### src/rtl/ulpi_io_reg.sv
// ulpi_io_reg: registered ULPI pad stage between the PHY pins and the link layer.
// Synchronises dir/nxt/data through IN_STAGES flops, flags turnaround cycles,
// classifies RX CMD vs RX data bytes, registers the TX path, releases the bus
// combinationally on raw dir, and drives a counted PHY reset pulse.
// Optional feature: define ULPI_IO_ABORT_DETECT_EN to build the TX abort state
// machine (tx_abort pulse and forced idle of the transmit byte after an abort).
module ulpi_io_reg #(
  parameter int DATA_W     = 8,
  parameter int IN_STAGES  = 1,   // 1 or 2
  parameter int RST_CYCLES = 64   // >= 1
) (
  input  logic              clk,
  input  logic              rst_n,
  input  logic              pad_dir_i,
  input  logic              pad_nxt_i,
  input  logic [DATA_W-1:0] pad_data_i,
  output logic [DATA_W-1:0] pad_data_o,
  output logic              pad_data_oe,
  output logic              pad_stp_o,
  output logic              pad_rst_o,
  input  logic              phy_rst_req,
  output logic              phy_rst_busy,
  output logic              rx_dir,
  output logic              rx_nxt,
  output logic [DATA_W-1:0] rx_data,
  output logic              rx_turn,
  output logic              rx_cmd_valid,
  output logic              rx_data_valid,
  input  logic [DATA_W-1:0] tx_data,
  input  logic              tx_stp,
  output logic              tx_abort
);

  // Counter only needs to hold the value RST_CYCLES.
  localparam int CNT_W = $clog2(RST_CYCLES + 1);

  logic [IN_STAGES-1:0] r_dir_pipe;
  logic [IN_STAGES-1:0] r_nxt_pipe;
  logic [DATA_W-1:0]    r_data_pipe [IN_STAGES];
  logic                 r_dir_s_d;
  logic [CNT_W-1:0]     r_rst_cnt;
  logic [DATA_W-1:0]    r_pad_data_o;
  logic                 r_pad_stp_o;

  logic                 w_dir_1;
  logic                 w_dir_s;
  logic                 w_nxt_s;
  logic [DATA_W-1:0]    w_data_s;
  logic                 w_busy;
  logic                 w_turn;
  logic                 w_forced_idle;
  logic                 w_tx_abort;

  assign w_dir_1  = r_dir_pipe[0];
  assign w_dir_s  = r_dir_pipe[IN_STAGES-1];
  assign w_nxt_s  = r_nxt_pipe[IN_STAGES-1];
  assign w_data_s = r_data_pipe[IN_STAGES-1];
  assign w_busy   = (r_rst_cnt != '0);
  assign w_turn   = w_dir_s ^ r_dir_s_d;

  // Input synchroniser: stage 0 samples the pads, later stages shift along.
  // NOTE: the data pipe is a small array but is still reset, so rx_data is
  // defined from the first cycle instead of carrying X into the link logic.
  always_ff @(posedge clk or negedge rst_n) begin
    if (!rst_n) begin
      r_dir_pipe <= '0;
      r_nxt_pipe <= '0;
      for (int i = 0; i < IN_STAGES; i++) r_data_pipe[i] <= '0;
      r_dir_s_d  <= 1'b0;
    end else begin
      // NOTE: non-blocking assignments let every stage sample its neighbour's
      // old value, which is what makes this a shift register.
      r_dir_pipe[0]  <= pad_dir_i;
      r_nxt_pipe[0]  <= pad_nxt_i;
      r_data_pipe[0] <= pad_data_i;
      for (int i = 1; i < IN_STAGES; i++) begin
        r_dir_pipe[i]  <= r_dir_pipe[i-1];
        r_nxt_pipe[i]  <= r_nxt_pipe[i-1];
        r_data_pipe[i] <= r_data_pipe[i-1];
      end
      r_dir_s_d <= w_dir_s;
    end
  end

  // PHY reset down-counter: a request (re)loads it, otherwise it runs to zero.
  always_ff @(posedge clk or negedge rst_n) begin
    if (!rst_n) begin
      r_rst_cnt <= CNT_W'(RST_CYCLES);
    end else if (phy_rst_req) begin
      r_rst_cnt <= CNT_W'(RST_CYCLES);
    end else if (w_busy) begin
      r_rst_cnt <= r_rst_cnt - CNT_W'(1);
    end
  end

`ifdef ULPI_IO_ABORT_DETECT_EN
  typedef enum logic [1:0] {
    TX_IDLE    = 2'd0,
    TX_ACTIVE  = 2'd1,
    TX_ABORTED = 2'd2
  } tx_state_t;

  tx_state_t r_tx_state;
  tx_state_t w_tx_next;
  logic      w_dir_rise;

  assign w_dir_rise    = w_dir_s & ~r_dir_s_d;
  assign w_forced_idle = (r_tx_state == TX_ABORTED);

  // TX state register.
  always_ff @(posedge clk or negedge rst_n) begin
    if (!rst_n) r_tx_state <= TX_IDLE;
    else        r_tx_state <= w_tx_next;
  end

  // TX next state and abort pulse; an abort outranks a same-cycle stop.
  // NOTE: both outputs get a default first so no path leaves them unassigned,
  // which would otherwise infer a latch.
  always_comb begin
    w_tx_next  = r_tx_state;
    w_tx_abort = 1'b0;
    if (w_busy) begin
      w_tx_next = TX_IDLE;
    end else begin
      unique case (r_tx_state)
        TX_IDLE: begin
          if (tx_data != '0 && !w_dir_s) w_tx_next = TX_ACTIVE;
        end
        TX_ACTIVE: begin
          if (w_dir_rise) begin
            w_tx_next  = TX_ABORTED;
            w_tx_abort = 1'b1;
          end else if (tx_stp) begin
            w_tx_next = TX_IDLE;
          end
        end
        TX_ABORTED: begin
          if (!w_dir_s && tx_data == '0) w_tx_next = TX_IDLE;
        end
        default: w_tx_next = TX_IDLE;
      endcase
    end
  end
`else
  // Without abort detection the link is trusted to idle by itself.
  assign w_forced_idle = 1'b0;
  assign w_tx_abort    = 1'b0;
`endif

  // Registered transmit path; the byte is zeroed whenever the PHY owns the bus.
  always_ff @(posedge clk or negedge rst_n) begin
    if (!rst_n) begin
      r_pad_data_o <= '0;
      r_pad_stp_o  <= 1'b0;
    end else begin
      r_pad_data_o <= (w_dir_s | w_forced_idle) ? '0 : tx_data;
      r_pad_stp_o  <= tx_stp & ~w_dir_s;
    end
  end

  assign pad_data_o    = r_pad_data_o;
  assign pad_stp_o     = r_pad_stp_o;
  assign pad_rst_o     = w_busy;
  assign phy_rst_busy  = w_busy;
  assign tx_abort      = w_tx_abort;

  assign rx_dir        = w_dir_s;
  assign rx_nxt        = w_nxt_s;
  assign rx_data       = w_data_s;
  assign rx_turn       = w_turn;
  assign rx_cmd_valid  = w_dir_s & ~w_nxt_s & ~w_turn & ~w_busy;
  assign rx_data_valid = w_dir_s &  w_nxt_s & ~w_turn & ~w_busy;

  // Release is immediate on raw dir; re-drive waits until the synchronised
  // turnaround cycle (dir_s differing from dir_s_d) has also gone by, giving
  // IN_STAGES+1 cycles from dir falling to the link driving again.
  assign pad_data_oe = ~pad_dir_i & ~w_dir_1 & ~w_dir_s & ~r_dir_s_d & ~w_busy;

endmodule

### config.mk
export PLATFORM = sky130hd
export DESIGN_NAME = ulpi_io_reg
export DESIGN_NICKNAME = d
export VERILOG_FILES = /design/src/rtl/ulpi_io_reg.sv
export SDC_FILE = /design/constraint.sdc
export NUM_CORES = 1
export LEC_CHECK = 0
export CORE_UTILIZATION = 39
export DETAILED_ROUTE_END_ITERATION = 8
export PLACE_DENSITY = 0.77
export SLEW_MARGIN = 40
export SYNTH_ARGS = -nofsm -noshare
export SYNTH_HDL_FRONTEND = slang
export SYNTH_SLANG_ARGS = --single-unit
### constraint.sdc
create_clock -name clk -period 2.2 [get_ports clk]
set_input_delay 0.44 -clock clk [delete_from_list [all_inputs] [get_ports clk]]
set_output_delay 0.44 -clock clk [all_outputs]
set_load 0.03 [all_outputs]
==> metrics.md, run 1 <==
| Metric | Value |
|---|---|
| Beginning of the critical path | r_rst_cnt[0] |
| P_leak | 0.6792 nW |
| Synth top cells by count | dfrtp_1, nor2b_1, nor2_1 |
| Setup slack, reg-to-reg | slightly above 0.6 ns |
| Kind of critical path | flop to output pin |
| DRC viols | 0 |
| Final nets | 154 |
| Die H | approximately 53 um |
| RSZ-0062 raised after global routing | true |
| Grt ovf | 0 |
| Pwr Density | between 800 and 900 nW/um2 |
| Count leader, synth | dfrtp_1 |
| TritonRoute pass-1 iters | 4 |
| YS warnings | 0 |
| Final core occ | 0.6442 |
| TritonCTS buffer count | 3 |
| Critical Path AT | 1.78 ns |
| Starting Density | 0.4128 |
| Longest Clk Path Bufs | 2 |
| CP endpoint kind | output pin |
| Seq/Total Area, Yosys | 0.6679 |
| Maximum capacitance violations | 0 |
| EDFF count, synth | 0 |
| Fin cells | 160 |
| Via Count | ~770 |
| Multi-input gate area | 326.6 um2 |
| Clock root buffer master | clkbuf_4 |
| Dpl hpwl | around 1.6 mm |
| Worst setup margin | -0.02207 ns |
| Fmax achieved | between 400 and 500 MHz |
| Area of the die | 2806 um2 |
| Placer Congestion | roughly 0.73 |
| Largest delay contributor family on the critical path | simple AND/OR/NAND/NOR gates |
| Crit-path cells | inv_2, ha_4, nand2b_4, nor3b_4, inv_2, nor3_2, buf_4 |
| Drt total wl | ~2.3 mm |
| Final Hold Violating Endpoints | 0 |
| Seq. cell area | 676.9 um2 |
| Mapped Avg Cell Area | approximately 13 um2 |
| Post-Synthesis Cells | between 70 and 80 |
| Post-Synthesis Net Count | just over 100 |
| Inst Count DP | approximately 150 |
| Fin. max-slew vios | 0 |
| Netlist cell types | 26 |
| Crit path max fanout | 5 |
| Antenna Nets Post-Route | 0 |
| Critical Path RT | 1.76 ns |
| H-tree depth | 1 |
| Flops & latches, synth | 27 |
| Final setup viols | 1 |
| Initial antenna violation count | 0 |
| Post-Syn Area | roughly 1000 um2 |
| # diodes | 0 |
| Gr usage total | 0.1782 |
| Critical Path Max Stage Delay | ~0.43 ns |
| Global-route wire length before repair | around 3.4 mm |
| Max VDD drop | 581.7 uV |
| CORE AREA | ~2500 um2 |
| Most used cell along the critical path | inv_2 |
| Type of origin of the critical path | flop |
| Row count | 18 |
| Violated checks | negative setup slack |
| # fillers | 194 |
| Worst-Skew Late Latency | between 0.3 and 0.4 ns |
| Die X-Extent | about 53 um |
| Layout Skew | between 0.002 and 0.0025 ns |
| Status | finished, violations left |
| Top cell type's share of synthesized area | 0.6420 |
| Ys async rst share | 1.000 |
| R2r worst-path depth | 6 |
| Top cells by area, synth | dfrtp_1, nor2b_1, dfstp_2 |
| # IOs | between 40 and 50 |
| Vias per inst | roughly 4.8 |
| Clk sinks | 27 |
| Area grow syn2layout | 56.05% |
| CTS clk-pin slew, worst paths | between 0.1 and 0.15 ns |
| Hold bufs inserted after CTS | 0 |
| Period utilisation layout | 1.010 |
| Post-synth top area cell | dfrtp_1 |
| Worst flop-to-flop path endpoint | r_rst_cnt[4] |
| Share of cells above drive strength 1 | 0.2077 |
| I/O Buffers | 46 |
| Reg2reg start | r_rst_cnt[0] |
| Levels on crit path | 7 |
| CP endpoint | rx_data_valid |
| Drt initial violations | 7 |
| Crit-path slowest cell | dfrtp_1 |
| Primary FF master, synth | dfrtp_1 |
| Hold Crit Class | primary input to async pin |
| CTS tree | built |
| Worst path buffer plus inverter count | 3 |
| Avg WL per Cell | between 10 and 15 um |
| Number of global-route vias before repair | 721 |
| Final Critical Period | 2.222 ns |
| Largest net degree at the start of global routing | 28 |
[what timing repair did]
action / in CTS / in global routing
pin swaps: 0 / 3
resized for setup: 6 / 6
setup buffers: 1 / 2
setup endpoints to repair: 5 / 5
endpoints found under the hold margin: 0 / 0
[registers in the layout, summed over array words and instances, names as in the netlist]
| name | cells |
|---|---|
| r_rst_cnt | 7 |
| pad_stp_o | 1 |
| r_dir_s_d | 1 |
| pad_data_o | 8 |
| rx_nxt | 1 |
| rx_data | 8 |
| rx_dir | 1 |
[logic make-up (layout without fill, tap and decap cells)]
| kind of cell | count (synthesis) | in the layout | share of synthesized area |
|---|---|---|---|
| simple gates | 29 | 29 | 0.1827 |
| flops | 27 | 27 | 0.6679 |
| buf+inv | 9 | 61 | 0.04073 |
| compound gates | 7 | 7 | 0.05308 |
| xor+xnor | 2 | 2 | 0.01729 |
| mux | 2 | 2 | 0.02222 |
| fa+ha+maj | 1 | 1 | 0.01234 |
| other cells | 1 | 1 | 0.003700 |
[cell type report]
| class | count | share of cell area |
|---|---|---|
| flip-flops and latches | 27 | 0.4280 |
| repair buffers | 52 | 0.3133 |
| multi-input cells | 42 | 0.2065 |
| well taps | 30 | 0.02373 |
| clock buffers | 4 | 0.01661 |
| inverters | 5 | 0.01187 |
[metrics by stage]
stage	power [mW]	worst slack [ns]	hold WS (ns)	setup TNS, ns	cell area (um2)
after floorplan	0.9502	-0.1637	0.1444	-0.3356	1013
after global placement	1.089	0.1068	0.4874	0	1504
after detailed placement	1.110	0.07074	0.4974	0	1504
after CTS	1.337	0.009212	0.4701	0	1554
after global routing	1.450	-0.1070	0.4812	-0.2063	1582
final	1.386	-0.02207	0.4668	-0.02207	1582
[power by group]
part | internal [mW] | total [mW] | switching, mW
Combinational | 0.264 | 0.507 | 0.242
Clock | 0.0709 | 0.209 | 0.138
Sequential | 0.576 | 0.670 | 0.0935
Total | 0.911 | 1.39 | 0.474
[routing by layer]
metal | routed length, um | up-vias | global-route usage
met1 | 835 | 371 | 0.1944
met3 | 198 | 6 | 0.07759
met5 | 0 | - | 0
li1 | - | 356 | -
met4 | 48 | 0 | 0.09211
met2 | 1205 | 35 | 0.2911
[how the worst min path moves through the flow]
stage | slack (ns) | start | to | depth (start not counted)
2_1_floorplan | 0.14 | rst_n | pad_data_o[0] | 0
3_3_place_gp | 0.49 | rx_dir | r_dir_s_d | 0
3_5_place_dp | 0.50 | rx_dir | r_dir_s_d | 0
4_1_cts | 0.47 | rst_n | pad_stp_o | 2
5_1_grt | 0.48 | rst_n | rx_data[4] | 2
6_report | 0.47 | rst_n | pad_data_o[6] | 2
[cells in the final DEF (no fill, tap or decap), types with 2 or more instances in the layout]
cell | Yosys | routed
dfrtp_1 | 26 | 26
nand2_1 | 3 | 3
nor2b_1 | 9 | 9
clkbuf_4 | 0 | 3
nor3_2 | 1 | 3
or3_1 | 2 | 2
mux2_2 | 2 | 2
nor3_1 | 4 | 2
buf_4 | 2 | 8
nor2_1 | 6 | 6
inv_2 | 1 | 3
o21ai_0 | 2 | 2
inv_1 | 4 | 2
o41ai_1 | 2 | 2
clkdlybuf4s50_1 | 0 | 41
Note: power is estimated with default switching activity, not from simulation.
==> run 2: changes to the inputs <==
- SKIP_CTS_REPAIR_TIMING: not set -> 1
==> run 2 against run 1 <==
Effect of this change: the flow now finishes without violations; clock power about the same; clock skew down 0.0016 ns; combinational power about the same; critical path depth unchanged; critical path type unchanged; largest power group unchanged; highest routed layer unchanged.
==> metrics.md, run 2 (synthesized netlist as in run 1, its figures left out) <==
| Metric | Value |
|---|---|
| Status | complete, no violations |
| Clk sinks | 27 (unchanged) |
| Part of the power in registers | 0.482 (about the same) |
| Die X-Extent | 52.98 um (unchanged) |
| Clk pwr share | 0.151 (about the same) |
| Seq. cell area | 676.9 um2 (unchanged) |
| Worst setup margin | 0.008114 ns (+0.03018 ns) |
| Inst Count DP | 153 (unchanged) |
| Fin cells | 160 (unchanged) |
| Share of cells above drive strength 1 | 0.2000 (-0.007692) |
| Placer Congestion | 0.7287 (unchanged) |
| Critical Path RT | 1.76 ns (about the same) |
| # fillers | 189 (-2.6%) |
| Placed cell area | 1504 um2 (unchanged) |
| Initial antenna violation count | 0 (unchanged) |
| Via Count | 769 (+0.13%) |
| Gate power share | 0.368 (+0.002) |
| Final setup viols | 0 (-1) |
| Critical Path Max Stage Delay | 0.44 ns (about the same) |
| Worst-Skew Late Latency | 0.31 ns (about the same) |
| P_int | 0.9170 mW (+0.61%) |
| # IOs | 48 (unchanged) |
| Drt total wl | 2.251 mm (-1.6%) |
| Hold slack final | 0.4666 ns (-0.0001160 ns) |
| CTS tree | built |
| TritonCTS buffer count | 3 (unchanged) |
| Commonest non-fill, non-tap cell in the layout | clkdlybuf4s50_1 |
| Grt ovf | 0 (unchanged) |
| CP endpoint kind | output pin |
| Dpl hpwl | 1.562 mm (unchanged) |
| TritonRoute pass-1 iters | 4 (unchanged) |
| Period utilisation layout | 0.9963 (-0.01372) |
| Design area | 1593 um2 (+0.71%) |
| Switching pwr | 0.4716 mW (-0.61%) |
| Drt initial violations | 13 (+6) |
| Global-route wire length before repair | 3.236 mm (-4.5%) |
| Fmax achieved | 456.2 MHz (+1.4%) |
| CORE AREA | 2455 um2 (unchanged) |
| P_leak | 0.6823 nW (+0.46%) |
| Kind of critical path | flop to output pin |
| Final nets | 154 (unchanged) |
| RSZ-0062 raised after global routing | true |
| Most used cell along the critical path | inv_2 |
| Area of the die | 2806 um2 (unchanged) |
| Vias per inst | 4.806 (+0.13%) |
| # diodes | 0 (unchanged) |
| Hold Crit Class | primary input to async pin |
| Row count | 18 (unchanged) |
| Crit-path cells | inv_2, ha_4, nand2b_4, nor3b_4, inv_2, nor3_2, buf_4 |
| Crit path max fanout | 5 (unchanged) |
| Crit-path slowest cell | dfrtp_1 |
| Area grow syn2layout | 57.16% |
| Die H | 52.98 um (unchanged) |
| DRC viols | 0 (unchanged) |
| Clock root buffer master | clkbuf_4 |
| Antenna Nets Post-Route | 0 (unchanged) |
| Multi-input gate area | 326.6 um2 (unchanged) |
| Starting Density | 0.4128 (unchanged) |
| Final Hold Violating Endpoints | 0 (unchanged) |
| Commonest non-fill, non-tap cells in the layout | clkdlybuf4s50_1, dfrtp_1, nor2b_1, buf_4, nor2_1 |
| Number of global-route vias before repair | 704 (-2.4%) |
| Largest net degree at the start of global routing | 28 (unchanged) |
| H-tree depth | 1 (unchanged) |
| Final core occ | 0.6488 (+0.004587) |
| Max VDD drop | 648.3 uV (+11%) |
| CTS clk-pin slew, worst paths | 0.14 ns (about the same) |
| Gr usage total | 0.1690 (-0.009219) |
| Layout Skew | 0.0006607 ns (-0.001591 ns) |
| Critical Path AT | 1.75 ns (-0.03 ns) |
| Avg WL per Cell | 14.07 um (-1.6%) |
| Type of origin of the critical path | flop |
| Post-Place Setup Slack | 0.07074 ns (unchanged) |
| Longest Clk Path Bufs | 2 (unchanged) |
| Fin. max-slew vios | 0 (unchanged) |
| I/O Buffers | 46 (unchanged) |
| Final Critical Period | 2.192 ns (-0.03018 ns) |
| Maximum capacitance violations | 0 (unchanged) |
| Pwr Density | 871.8 nW/um2 (-0.52%) |
| Net Sw Frac | 0.3396 (-0.002727) |
-- run 2: changes by cell type in the layout (fill, tap and decap cells not counted) --
| cell | before | now |
|---|---|---|
| dlygate4sd2_1 | 1 | 0 |
| clkbuf_2 | 1 | 0 |
| dlymetal6s2s_1 | 0 | 2 |
-- run 2: metal layers --
layer	GRT usage	part of all wire	up-vias
met2	0.2743	0.52	38
met4	0.07895	0.015	0
met1	0.1888	0.37	371
li1	-	-	356
met5	0	0	-
met3	0.07471	0.091	4
-- run 2: power by group through the flow --
stage | Sequential (mW) | Combinational [mW] | Clock (mW)
after CTS | 0.662 | 0.441 | 0.214
after global routing | 0.682 | 0.547 | 0.227
after floorplan | 0.689 | 0.261 | 0
final | 0.669 | 0.510 | 0.209
after global placement | 0.664 | 0.425 | 0
after detailed placement | 0.669 | 0.441 | 0
-- run 2: critical path: cells and delay by family (launching register included) --
family | cells | cell delay (ns)
adder cells (fa/ha/maj) | 1 | 0.15
buffers and inverters | 3 | 0.39
AND/OR/NAND/NOR | 3 | 0.46
flip-flops | 1 | 0.44
-- run 2: final cells by class --
type                            instances  area share
Sequential cell                        27      0.4250
Timing Repair Buffer                   52      0.3181
Multi-Input combinational cell         42      0.2050
Tap cell                               30     0.02357
Clock buffer                            4     0.01650
Inverter                                5     0.01178
-- run 2: final timing paths --
path / from / endpoint / slack (ns) / cells past startpoint
setup / recovery: r_rst_cnt[0] / rx_data_valid / 0.008 / 7
hold / removal: rst_n / pad_stp_o / 0.47 / 2
setup reg to reg: r_rst_cnt[0] / r_rst_cnt[4] / 0.61 / 6
hold reg to reg: rx_dir / r_dir_s_d / 0.52 / 0
max in group asynchronous: rst_n / r_rst_cnt[6] / 1.44 / 2
min in group clk: rx_dir / r_dir_s_d / 0.52 / 0
-- run 2: per-stage QoR --
stage / setup TNS [ns] / power, mW
4_1_cts: -0.7859 / 1.318
3_3_place_gp: 0 / 1.089
3_5_place_dp: 0 / 1.110
5_1_grt: -0.1616 / 1.457
6_report: 0 / 1.389
2_1_floorplan: -0.3356 / 0.9502
==> run 3: changes to the inputs <==
- clock period: 2.2 -> 2.12 ns (I/O delays scaled with it)
==> run 3 against run 2 <==
Effect of this change: the flow now finishes with violations (negative setup slack); design area is 1.9% higher; sequential share of layout area is 0.79 points lower; via count is 1.7% higher; core utilization is 1.2 points higher; register-to-register slack worse by 0.05 ns; first-iteration DRC count is 62% lower; critical path type unchanged; largest cell class unchanged.
==> metrics.md, run 3 (synthesized netlist as in run 1, its figures left out) <==
| Metric | Value |
|---|---|
| Status | finished, violations left |
| Violated checks | negative setup slack |
| Max VDD drop | 782.6 uV (+21%) |
| Final core occ | 0.6611 (+0.01223) |
| CTS clk-pin slew, worst paths | 0.15 ns (about the same) |
| Initial antenna violation count | 0 (unchanged) |
| Global-route wire length before repair | 3.339 mm (+3.2%) |
| TritonRoute pass-1 iters | 4 (unchanged) |
| GR Util met2 | 0.2743 (unchanged) |
| Final Critical Period | 2.251 ns |
| # diodes | 0 (unchanged) |
| Clk sinks | 27 (unchanged) |
| Maximum capacitance violations | 0 (unchanged) |
| Die X-Extent | 52.98 um (unchanged) |
| Commonest non-fill, non-tap cells in the layout | clkdlybuf4s50_1, dfrtp_1, nor2b_1, buf_4, nor2_1 |
| Largest delay contributor family on the critical path | buffers and inverters |
| Layout Skew | 0.01072 ns (+0.01006 ns) |
| Critical Path AT | 1.83 ns (+0.08 ns) |
| P_leak | 0.7179 nW (+5.2%) |
| TritonCTS buffer count | 3 (unchanged) |
| Most used cell along the critical path | inv_2 |
| Area grow syn2layout | 60.12% |
| Antenna Nets Post-Route | 0 (unchanged) |
| Type of origin of the critical path | flop |
| Worst path buffer plus inverter count | 4 (+1) |
| Clk pwr share | 0.151 (about the same) |
| Beginning of the critical path | r_rst_cnt[1] |
| Number of global-route vias before repair | 753 (+7.0%) |
| H-tree depth | 1 (unchanged) |
| Met1 Use GR | 0.1985 (+0.009717) |
| Final Hold Violating Endpoints | 0 (unchanged) |
| Avg WL per Cell | 13.89 um (-1.3%) |
| Worst setup margin | -0.1310 ns (-0.1392 ns) |
| DRC viols | 0 (unchanged) |
| Kind of critical path | flop to output pin |
| Gr usage total | 0.1747 (+0.005639) |
| Largest net degree at the start of global routing | 28 (unchanged) |
| Fin. max-slew vios | 0 (unchanged) |
| Part of the power in registers | 0.464 (-0.018) |
| Via Count | 782 (+1.7%) |
| Period utilisation layout | 1.062 |
| Grt peak-use layer | met2 |
| Die H | 52.98 um (unchanged) |
| Area of the die | 2806 um2 (unchanged) |
| Net Sw Frac | 0.3381 (-0.001483) |
| Met3 Track Usage GR | 0.07184 (-0.002874) |
| Gate power share | 0.385 (+0.017) |
| Dpl hpwl | 1.593 mm (+1.9%) |
| Drt initial violations | 5 (-8) |
| Share of cells above drive strength 1 | 0.2331 (+0.03308) |
| Multi-input gate area | 339.1 um2 (+3.8%) |
| Placer Congestion | 0.7668 (+5.2%) |
| Hold Crit Class | primary input to async pin |
| Fin cells | 163 (+1.9%) |
| CTS tree | built |
| RSZ-0062 raised after global routing | true |
| Drt total wl | 2.264 mm (+0.58%) |
| Seq. cell area | 676.9 um2 (unchanged) |
| Grt ovf | 0 (unchanged) |
| Pwr Density | 897.3 nW/um2 (+2.9%) |
| I/O Buffers | 46 (unchanged) |
| Clock root buffer master | clkbuf_4 |
| Crit path max fanout | 5 (unchanged) |
| CORE AREA | 2455 um2 (unchanged) |
| Row count | 18 (unchanged) |
| CP endpoint kind | output pin |
| Inst Count DP | 156 (+2.0%) |
| Crit-path slowest cell | dfrtp_1 |
| # IOs | 48 (unchanged) |
| Switching pwr | 0.4924 mW (+4.4%) |
| Commonest non-fill, non-tap cell in the layout | clkdlybuf4s50_1 |
| # fillers | 177 (-6.3%) |
| Crit-path cells | inv_2, ha_4, nand2b_4, nor3b_4, inv_2, buf_6, nor4_4, buf_4 |
| Final nets | 157 (+1.9%) |
| Starting Density | 0.4128 (unchanged) |
| Longest Clk Path Bufs | 2 (unchanged) |
| Reg2reg start | r_rst_cnt[1] |
| Post-Place Setup Slack | 0.04502 ns (-0.02572 ns) |
| Final setup viols | 3 (+3) |
| Critical Path RT | 1.70 ns (-0.06 ns) |
| Fmax achieved | 444.2 MHz |
| P_int | 0.9638 mW (+5.1%) |
| Critical Path Max Stage Delay | 0.43 ns (about the same) |
| Worst-Skew Late Latency | 0.32 ns (about the same) |
| Vias per inst | 4.798 (-0.18%) |
-- run 3: cell count changes in the layout (fill, tap and decap cells not counted), sizes merged --
cell	change
clkdlybuf4s50	-1
dlymetal6s2s	-1
clkbuf	+2
buf	+3
-- run 3: through the flow --
stage / TNS (ns) / power (mW) / hold WS [ns] / instance area [um2]
after floorplan: -0.5276 / 0.9861 / 0.1284 / 1013
after global placement: 0 / 1.157 / 0.4845 / 1526
after detailed placement: 0 / 1.176 / 0.4957 / 1526
after CTS: -1.407 / 1.389 / 0.4922 / 1553
after global routing: -0.6944 / 1.543 / 0.5032 / 1623
final: -0.3152 / 1.456 / 0.5046 / 1623
-- run 3: power groups by stage --
stage               clock network (mW)  logic, mW  registers [mW]
finish                           0.220      0.561           0.675
global route                     0.247      0.608           0.688
CTS                              0.221      0.496           0.672
detailed placement                   0      0.494           0.682
global placement                     0      0.482           0.675
floorplan                            0      0.271           0.715
-- run 3: worst paths after layout --
path / depth (start not counted) / slack, ns / to
min: 2 / 0.50 / r_dir_s_d
min reg2reg: 2 / 0.51 / r_rst_cnt[6]
min in group clk: 2 / 0.51 / r_rst_cnt[6]
max reg2reg: 6 / 0.56 / r_rst_cnt[0]
max in group asynchronous: 2 / 1.32 / r_rst_cnt[6]
max: 8 / -0.13 / pad_data_oe
-- run 3: cell type report --
cell class,count,area share
Clock buffer,4,0.01619
Inverter,5,0.01157
Multi-Input combinational cell,42,0.2089
Sequential cell,27,0.4171
Tap cell,30,0.02313
Timing Repair Buffer,55,0.3231
-- run 3: worst reg2reg max path, stage by stage (launching register included) --
cell and delay, ns:
dfrtp_1 0.43, inv_2 0.09, ha_4 0.16, nand2b_4 0.07
nor3b_4 0.21, buf_4 0.17, mux2_2 0.32
-- run 3: layer usage --
metal	share of wire	wire (um)
met2	0.50	1121
met5	0	0
met3	0.084	191
met1	0.39	879
met4	0.031	71
